## config.mk

```make
export PLATFORM = sky130hd
export DESIGN_NAME = plasma_mem_arbiter_flat
export DESIGN_NICKNAME = d
export VERILOG_FILES = /design/src/rtl/plasma_mem_arbiter_if.sv /design/src/rtl/plasma_mem_arbiter.sv /design/src/flat_wrapper.sv
export SDC_FILE = /design/constraint.sdc
export NUM_CORES = 1
export LEC_CHECK = 0
export BUFFER_PORTS_ARGS = -buffer_cell sky130_fd_sc_hd__buf_2
export CORE_ASPECT_RATIO = 0.6
export CORE_MARGIN = 3
export CORE_UTILIZATION = 50
export CTS_CLUSTER_DIAMETER = 200
export DETAILED_ROUTE_END_ITERATION = 6
export PLACE_DENSITY = 0.95
export SYNTH_ARGS = -nofsm -noshare
export SYNTH_HDL_FRONTEND = slang
export SYNTH_SLANG_ARGS = --single-unit
```

## constraint.sdc

```tcl
create_clock -name clk -period 2.65 [get_ports clk]
set_clock_uncertainty 0.05 [all_clocks]
set_input_delay 0.265 -clock clk [delete_from_list [all_inputs] [get_ports clk]]
set_output_delay 0.265 -clock clk [all_outputs]
set_load 0.01 [all_outputs]
```

## src/rtl/plasma_mem_arbiter_if.sv

```systemverilog
// External memory bus between the arbiter and the board-level memory controller.
interface plasma_mem_arbiter_if;
  logic        mem_req;
  logic [3:0]  mem_byte_we;
  logic [31:0] mem_addr;
  logic [31:0] mem_wdata;
  logic [31:0] mem_rdata;
  logic        mem_ready;

  modport master (
    output mem_req, mem_byte_we, mem_addr, mem_wdata,
    input  mem_rdata, mem_ready
  );

  modport slave (
    input  mem_req, mem_byte_we, mem_addr, mem_wdata,
    output mem_rdata, mem_ready
  );
endinterface

```

## src/rtl/plasma_mem_arbiter.sv

```systemverilog
// Two-master round-robin arbiter (Plasma CPU + DMA) for one external memory port,
// with CPU stall generation and a per-access timeout.
module plasma_mem_arbiter #(
  parameter logic [3:0]  EXT_REGION = 4'h1,
  parameter int unsigned TIMEOUT    = 255
) (
  input  logic                        clk,
  input  logic                        reset_n,
  input  logic [31:0]                 cpu_address,
  input  logic [3:0]                  cpu_byte_we,
  input  logic [31:0]                 cpu_data_write,
  output logic [31:0]                 cpu_data_read,
  output logic                        cpu_mem_pause,
  input  logic                        dma_req,
  input  logic [3:0]                  dma_byte_we,
  input  logic [31:0]                 dma_addr,
  input  logic [31:0]                 dma_wdata,
  output logic                        dma_ack,
  output logic [31:0]                 dma_rdata,
  plasma_mem_arbiter_if.master        mem,
  output logic                        err_timeout,
  input  logic                        err_clr,
  output logic [1:0]                  grant
);

  typedef enum logic [2:0] {
    StIdle,
    StCpuWait,
    StCpuDone,
    StDmaWait,
    StDmaDone
  } state_e;

  // Last counter value before the access is abandoned.
  localparam logic [7:0] TimeoutLast = 8'(TIMEOUT - 1);

  state_e      state_q, state_d;
  logic        last_dma_q, last_dma_d;
  logic [7:0]  cnt_q, cnt_d;
  logic        req_q, req_d;
  logic [3:0]  we_q, we_d;
  logic [31:0] addr_q, addr_d;
  logic [31:0] wdata_q, wdata_d;
  logic [31:0] cpu_rd_q, cpu_rd_d;
  logic [31:0] dma_rd_q, dma_rd_d;
  logic        err_q, err_d;
  logic        cpu_hit;
  logic        finish;
  logic [31:0] rdata_fin;

  // Word-aligned addressing: the byte-offset bits never reach the bus.
  logic unused_addr_lsb;
  assign unused_addr_lsb = ^cpu_address[1:0];

  assign cpu_hit   = (cpu_address[31:28] == EXT_REGION);
  assign finish    = mem.mem_ready || (cnt_q == TimeoutLast);
  // A hung access returns all ones instead of bus data.
  assign rdata_fin = mem.mem_ready ? mem.mem_rdata : 32'hFFFF_FFFF;

  // Next-state: arbitration in idle, completion/timeout handling in the wait states.
  always_comb begin
    state_d    = state_q;
    last_dma_d = last_dma_q;
    cnt_d      = cnt_q;
    req_d      = req_q;
    we_d       = we_q;
    addr_d     = addr_q;
    wdata_d    = wdata_q;
    cpu_rd_d   = cpu_rd_q;
    dma_rd_d   = dma_rd_q;
    err_d      = err_q & ~err_clr;

    unique case (state_q)
      StIdle: begin
        // On a tie the master that was not served last wins.
        if (cpu_hit && (!dma_req || last_dma_q)) begin
          state_d    = StCpuWait;
          last_dma_d = 1'b0;
          cnt_d      = '0;
          req_d      = 1'b1;
          we_d       = cpu_byte_we;
          addr_d     = {cpu_address[31:2], 2'b00};
          wdata_d    = cpu_data_write;
        end else if (dma_req) begin
          state_d    = StDmaWait;
          last_dma_d = 1'b1;
          cnt_d      = '0;
          req_d      = 1'b1;
          we_d       = dma_byte_we;
          addr_d     = dma_addr;
          wdata_d    = dma_wdata;
        end
      end
      StCpuWait, StDmaWait: begin
        if (finish) begin
          req_d = 1'b0;
          if (!mem.mem_ready) err_d = 1'b1;
          if (state_q == StCpuWait) begin
            cpu_rd_d = rdata_fin;
            state_d  = StCpuDone;
          end else begin
            dma_rd_d = rdata_fin;
            state_d  = StDmaDone;
          end
        end else begin
          cnt_d = cnt_q + 8'd1;
        end
      end
      StCpuDone, StDmaDone: state_d = StIdle;
      default: state_d = StIdle;
    endcase
  end

  // State and datapath registers.
  always_ff @(posedge clk or negedge reset_n) begin
    if (!reset_n) begin
      state_q    <= StIdle;
      last_dma_q <= 1'b1;
      cnt_q      <= '0;
      req_q      <= 1'b0;
      we_q       <= '0;
      addr_q     <= '0;
      wdata_q    <= '0;
      cpu_rd_q   <= '0;
      dma_rd_q   <= '0;
      err_q      <= 1'b0;
    end else begin
      state_q    <= state_d;
      last_dma_q <= last_dma_d;
      cnt_q      <= cnt_d;
      req_q      <= req_d;
      we_q       <= we_d;
      addr_q     <= addr_d;
      wdata_q    <= wdata_d;
      cpu_rd_q   <= cpu_rd_d;
      dma_rd_q   <= dma_rd_d;
      err_q      <= err_d;
    end
  end

  // Outputs decoded from state; pause is forced low while in reset.
  always_comb begin
    cpu_mem_pause = cpu_hit & (state_q != StCpuDone) & reset_n;
    dma_ack       = (state_q == StDmaDone);
    grant         = 2'b00;
    grant[0]      = (state_q == StCpuWait) || (state_q == StCpuDone);
    grant[1]      = (state_q == StDmaWait) || (state_q == StDmaDone);
  end

  assign mem.mem_req     = req_q;
  assign mem.mem_byte_we = we_q;
  assign mem.mem_addr    = addr_q;
  assign mem.mem_wdata   = wdata_q;
  assign cpu_data_read   = cpu_rd_q;
  assign dma_rdata       = dma_rd_q;
  assign err_timeout     = err_q;

endmodule

```

## src/flat_wrapper.sv

```systemverilog
// flat-port wrapper written by rule: the top's interface ports become plain ports
module plasma_mem_arbiter_flat 
#(
  parameter logic [3:0]  EXT_REGION = 4'h1,
  parameter int unsigned TIMEOUT    = 255
)
  (clk, reset_n, cpu_address, cpu_byte_we, cpu_data_write, cpu_data_read, cpu_mem_pause, dma_req, dma_byte_we, dma_addr, dma_wdata, dma_ack, dma_rdata, err_timeout, err_clr, grant, mem_mem_req, mem_mem_byte_we, mem_mem_addr, mem_mem_wdata, mem_mem_rdata, mem_mem_ready);
  plasma_mem_arbiter_if mem_i ();
  input  logic clk;
  input  logic reset_n;
  input  logic [31:0] cpu_address;
  input  logic [3:0] cpu_byte_we;
  input  logic [31:0] cpu_data_write;
  output logic [31:0] cpu_data_read;
  output logic cpu_mem_pause;
  input  logic dma_req;
  input  logic [3:0] dma_byte_we;
  input  logic [31:0] dma_addr;
  input  logic [31:0] dma_wdata;
  output logic dma_ack;
  output logic [31:0] dma_rdata;
  output logic err_timeout;
  input  logic err_clr;
  output logic [1:0] grant;
  output wire logic [$bits(mem_i.mem_req)-1:0] mem_mem_req;
  output wire logic [$bits(mem_i.mem_byte_we)-1:0] mem_mem_byte_we;
  output wire logic [$bits(mem_i.mem_addr)-1:0] mem_mem_addr;
  output wire logic [$bits(mem_i.mem_wdata)-1:0] mem_mem_wdata;
  input wire logic [$bits(mem_i.mem_rdata)-1:0] mem_mem_rdata;
  input wire logic [$bits(mem_i.mem_ready)-1:0] mem_mem_ready;
  assign mem_mem_req = mem_i.mem_req;
  assign mem_mem_byte_we = mem_i.mem_byte_we;
  assign mem_mem_addr = mem_i.mem_addr;
  assign mem_mem_wdata = mem_i.mem_wdata;
  assign mem_i.mem_rdata = mem_mem_rdata;
  assign mem_i.mem_ready = mem_mem_ready;
  plasma_mem_arbiter #(.EXT_REGION(EXT_REGION), .TIMEOUT(TIMEOUT)) u_core (.clk(clk), .reset_n(reset_n), .cpu_address(cpu_address), .cpu_byte_we(cpu_byte_we), .cpu_data_write(cpu_data_write), .cpu_data_read(cpu_data_read), .cpu_mem_pause(cpu_mem_pause), .dma_req(dma_req), .dma_byte_we(dma_byte_we), .dma_addr(dma_addr), .dma_wdata(dma_wdata), .dma_ack(dma_ack), .dma_rdata(dma_rdata), .mem(mem_i), .err_timeout(err_timeout), .err_clr(err_clr), .grant(grant));
endmodule
```

==> impl_metrics.ini, run 1 <==
[run_status]
outcome = finished clean

[final_layout]
layout-drive-gt1-share = 0.416
area_growth_pct = 36.3
finish.instance_area_sq_um = 8540
utilization = 0.727
diodes = 0
layout_commonest_cell = buf_2
fin_cells = 1025
num-nets-final = 1027
final_cell_mix = 307 x buf_2, 145 x dfrtp_1, 77 x nand2_1

[logic_synthesis]
async_flop_share = 1.00
avgSynthCellArea_sq_um = 11.2
postSynthNetCount = 734
yosys_warnings = 0
synth_area_sq_um = 6260
synthFlopType = dfrtp_1
ys_seq_area_frac = 0.583
synthCells = 559
synth_edf_count = 0
synth-seq-cells = 146
synthDistinctLibCells = 45

[setup_path]
cp-start-kind = flop
cp.required_ns = 2.34
slowest_delay_ns = 0.50
path_max_fanout = 33
worst_path_max_delay_cell = dfrtp_1
crit_chain = and2b_1 > nand2_1 > buf_4 > nand2b_1 > buf_2
arrival_ns = 1.97
crit_type = reg2out
endpoint_kind = output port

[timing]
period_share = 0.862
setup_viol = 0
slew_viol_final = 0
finalSetupTns_ns = 0
period_minus_slack_ns = 2.28
slew-limit-headroom = 0.569
final_hold_viol_count = 0
fmax_ghz = 0.438
rsz0062_at_grt = no
worst_pin_slew_ns = 0.644

[global_route]
grt_pass1_vias = 5428
grt_start_max_net_pins = 115
grt_antenna_before_repair = 0
grt_overflow = 0
grt_pass1_wl_microns = 27600
grt_usage = 0.253

[pwr]
leakage_nw = 4.61
pwr_density_cell_nw_per_um2 = 1150
peakVddDrop_mv = 0.557
power_mw = 9.84

[hold_path]
min_path_type = in2reg

[placement]
io_buffers = 308
place_area_sq_um = 7940
globalplace.congestion = 0.877
place_hpwl_microns = 13200
dp_cells = 992

[clock_network]
cts_tree = done
cts_resized = 0
htree_num_levels = 4
clkTransAtPathRegs_ns = 0.06
worstSkewPairLatency_ns = 0.40
clockBufferDepth = 2
cts.sinks = 146
root_buffer = clkbuf_16
cts_buffers = 17

[route]
via_per_inst = 5.34
dr_wl_met2_microns = 9180
ant_nets = 0
detail_route.wl_per_cell_microns = 17.4
first_pass_iters = 5
highest_layer = met4
totalWireLength_microns = 17900
route.met3.wl_microns = 1190
dr.first_iter.drc_count = 339
drt-met1-wl_microns = 7150
drc_errors = 0
vias = 5473

[die]
die-area_sq_um = 14000
start_util = 0.533
die_h_microns = 92.7
die_w_microns = 151
num_rows = 30
core-area_sq_um = 11700
io_pins = 311

[run]
drv_cap = 0
-- metrics by stage --
step / hold slack, ns / worst slack [ns]
finish: 0.0174 / 0.365
global route: 0.0138 / 0.240
CTS: 0.00120 / 0.372
detailed placement: 0.203 / 0.666
global placement: 0.198 / 0.687
floorplan: -0.0806 / 1.05
-- timing repair --
item	CTS	global route
hold buffers	1	0
setup buffers	0	0
endpoints found under the setup margin	0	0
hold endpoints to repair	54	0
-- state kept, by name, summed over array words and instances (netlist names) --
signal and cells:
u_core.cnt_q 8, u_core.cpu_data_read 32, u_core.dma_rdata 32, u_core.err_timeout 1, u_core.last_dma_q 1, u_core.mem.mem_addr 32
u_core.mem.mem_byte_we 4, u_core.mem.mem_req 1, u_core.mem.mem_wdata 32, u_core.state_q 3
-- path summary, 6_finish.rpt --
path / from / end / slack (ns) / cells after the start
min in group asynchronous: reset_n / u_core.err_timeout / 0.36 / 2
worst min-delay path: err_clr / u_core.err_timeout / 0.02 / 2
worst max-delay path: u_core.state_q[2] / grant[1] / 0.37 / 5
worst min register to register: u_core.mem.mem_addr[19] / u_core.mem.mem_addr[19] / 0.42 / 2
worst max register to register: u_core.state_q[1] / u_core.last_dma_q / 0.67 / 4
max in group asynchronous: reset_n / u_core.mem.mem_wdata[26] / 1.35 / 3
-- cells in the mapped netlist (3+ instances only) --
library cell / count / share of area
a2bb2oi_1: 32 / 0.045
o21ai_0: 63 / 0.050
nand2_1: 77 / 0.046
o32a_1: 32 / 0.051
a21oi_1: 7 / 0.0056
nor2_1: 38 / 0.023
buf_2: 15 / 0.012
dfrtp_1: 145 / 0.58
clkbuf_1: 23 / 0.014
o21ai_1: 10 / 0.0080
buf_1: 3 / 0.0018
nand3_1: 5 / 0.0040
mux2i_1: 63 / 0.10
inv_1: 6 / 0.0036
o21ai_2: 3 / 0.0042
-- logic make-up (layout without fill, tap and decap cells) --
logic type | count (synthesis) | count (layout) | synth area share
xor gates and xnor gates | 1 | 1 | 0.00140
and+or+nand+nor | 138 | 138 | 0.0957
DFF | 146 | 146 | 0.583
buffers and inverters | 50 | 356 | 0.0347
AOI/OAI and AO/OA | 158 | 158 | 0.178
muxes | 64 | 64 | 0.103
adders and majority gates | 2 | 2 | 0.00399
-- cell type report --
type / count / area (sq um)
clock inverter: 15 / 164
clock buffer: 17 / 425
multi-input combinational: 363 / 2420
inverter: 7 / 26.3
sequential: 146 / 3650
fill: 883 / 3210
timing repair buffer: 317 / 1660
tap: 160 / 200
-- routing by layer --
layer / global-route usage / vias to the layer above
li1: - / 2606
met1: 0.323 / 2610
met2: 0.436 / 229
met3: 0.0523 / 28
met4: 0.0799 / 0
met5: 0 / -
-- power by group --
part | internal [mW] | leakage (nW) | switching (mW)
combinational | 1.57 | 2.59 | 2.05
sequential | 3.26 | 1.74 | 0.616
clock | 1.34 | 0.280 | 0.999
-- critical path: cells and delay by family, from the launching register on --
family | cells | cell delay (ns)
simple gates | 3 | 0.53
buf+inv | 2 | 0.53
flops | 1 | 0.50
(Power assumes the default switching activity.)
==> run 2, diff against run 1 <==
REMOVE_ABC_BUFFERS = 1   (was unset)
==> run 2 against run 1 <==
  * Non-clock buffer count grew 1
  * First-iteration DRC count increased by 5.3%
  * Design area down 0.13%
  * Cell count barely moved
  * Maximum frequency increased by 11%
  * Routed wire length hardly changed
==> impl_metrics.ini, run 2 (same netlist as run 1, synthesis figures left out) <==
[run_status]
outcome = finished clean

[die]
die-area_sq_um = 14000
die_w_microns = 151
num_rows = 30
die_h_microns = 92.7
start_util = 0.533
core-area_sq_um = 11700
io_pins = 311

[global_route]
grt_usage = 0.249
grt_pass1_wl_microns = 27400
grt_pass1_vias = 5472
grt_antenna_before_repair = 0
grt_start_max_net_pins = 147
grt_overflow = 0

[clock_network]
clkTransAtPathRegs_ns = 0.06
htree_num_levels = 4
cts_buffers = 17
clockBufferDepth = 2
worstSkewPairLatency_ns = 0.41
root_buffer = clkbuf_16
cts_resized = 0
cts_setup_buffers = 0
cts.sinks = 146
cts_tree = done
cts_hold_buf = 2

[setup_path]
crit_chain = and2b_1 > nand2_1 > nand2b_1 > buf_2
r2r-start = u_core.last_dma_q
cp.required_ns = 2.34
slowest_delay_ns = 0.55
critPathBufInv = 1
crit_path_end = grant[1]
worst-path-stages = 4
cp-start-kind = flop
r2r_cells = 4
arrival_ns = 1.74
r2r_slack_ns = 0.61
endpoint_kind = output port
cp_top_family = simple AND/OR/NAND/NOR gates
worst_path_max_delay_cell = dfrtp_1
critical_path.startpoint = u_core.state_q[0]
crit_type = reg2out
path_max_fanout = 9
reg2reg_to = u_core.mem.mem_wdata[27]

[final_layout]
diodes = 0
final_cell_mix = 307 x buf_2, 145 x dfrtp_1, 77 x nand2_1
area_growth_pct = 36.2
num-nets-final = 1028
layout_commonest_cell = buf_2
utilization = 0.726
layout-drive-gt1-share = 0.416

[route]
drc_errors = 0
detail_route.wl_per_cell_microns = 17.4
totalWireLength_microns = 17900
ant_nets = 0
vias = 5501
first_pass_iters = 6
dr.first_iter.drc_count = 357
via_per_inst = 5.36

[timing]
period_share = 0.774
finalSetupTns_ns = 0
slew-limit-headroom = 0.272
fmax_ghz = 0.488
setup_viol = 0
period_minus_slack_ns = 2.05
slew_viol_final = 0
finalHoldWorstSlack_ns = 0.0538
final_hold_viol_count = 0
fin_ws_ns = 0.599
worst_pin_slew_ns = 1.09
rsz0062_at_grt = no

[run]
drv_cap = 0

[pwr]
leakage_nw = 4.61
pwr_density_cell_nw_per_um2 = 1150
peakVddDrop_mv = 0.584

[hold_path]
min_path_type = in2reg
holdPathStages = 3

[placement]
globalplace.congestion = 0.821
place_hpwl_microns = 12900
preCtsSetupSlack_ns = 0.520
io_buffers = 308
run 2: worst register-to-register path: cells and delay by family (launching register included):
kind,cells,cell delay [ns]
AOI/OAI and AO/OA,2,0.23
buffers and inverters,1,0.79
DFF,1,0.39
muxes,1,0.43
run 2: cell type report:
cell class	instances	area, sq um
flip-flops and latches	146	3650
clock buffers	19	453
fillers	814	3220
clock inverters	13	128
multi-input cells	363	2420
inverters	7	26.3
well taps	160	200
repair buffers	318	1650
run 2: per-stage QoR:
stage	instance area, sq um	total power [mW]	cells
after floorplan	6070	5.74	516
after global placement	7930	7.36	992
after detailed placement	7930	7.56	992
after CTS	8530	9.92	1026
after global routing	8530	10.4	1026
final	8530	9.83	1026
run 2: worst min path at each step:
stage                                           to    startpoint  slack (ns)
after detailed placement  u_core.cpu_data_read[26]       reset_n        0.40
after global placement     u_core.cpu_data_read[8]       reset_n        0.39
after global routing        u_core.mem.mem_addr[1]   dma_addr[1]        0.04
after floorplan                    u_core.cnt_q[0]       reset_n       -0.08
after CTS                   u_core.mem.mem_addr[0]   dma_addr[0]        0.04
final                      u_core.mem.mem_addr[30]  dma_addr[30]        0.05
run 2: where the power goes:
part / total [mW] / internal (mW) / switching, mW
Sequential: 3.89 / 3.26 / 0.623
Combinational: 3.64 / 1.58 / 2.06
Clock: 2.30 / 1.35 / 0.945
run 2: layer usage:
layer | wire length [microns] | GRT usage
met1 | 6940 | 0.306
met2 | 9310 | 0.439
met3 | 1360 | 0.0616
met4 | 260 | 0.0693
met5 | 0 | 0
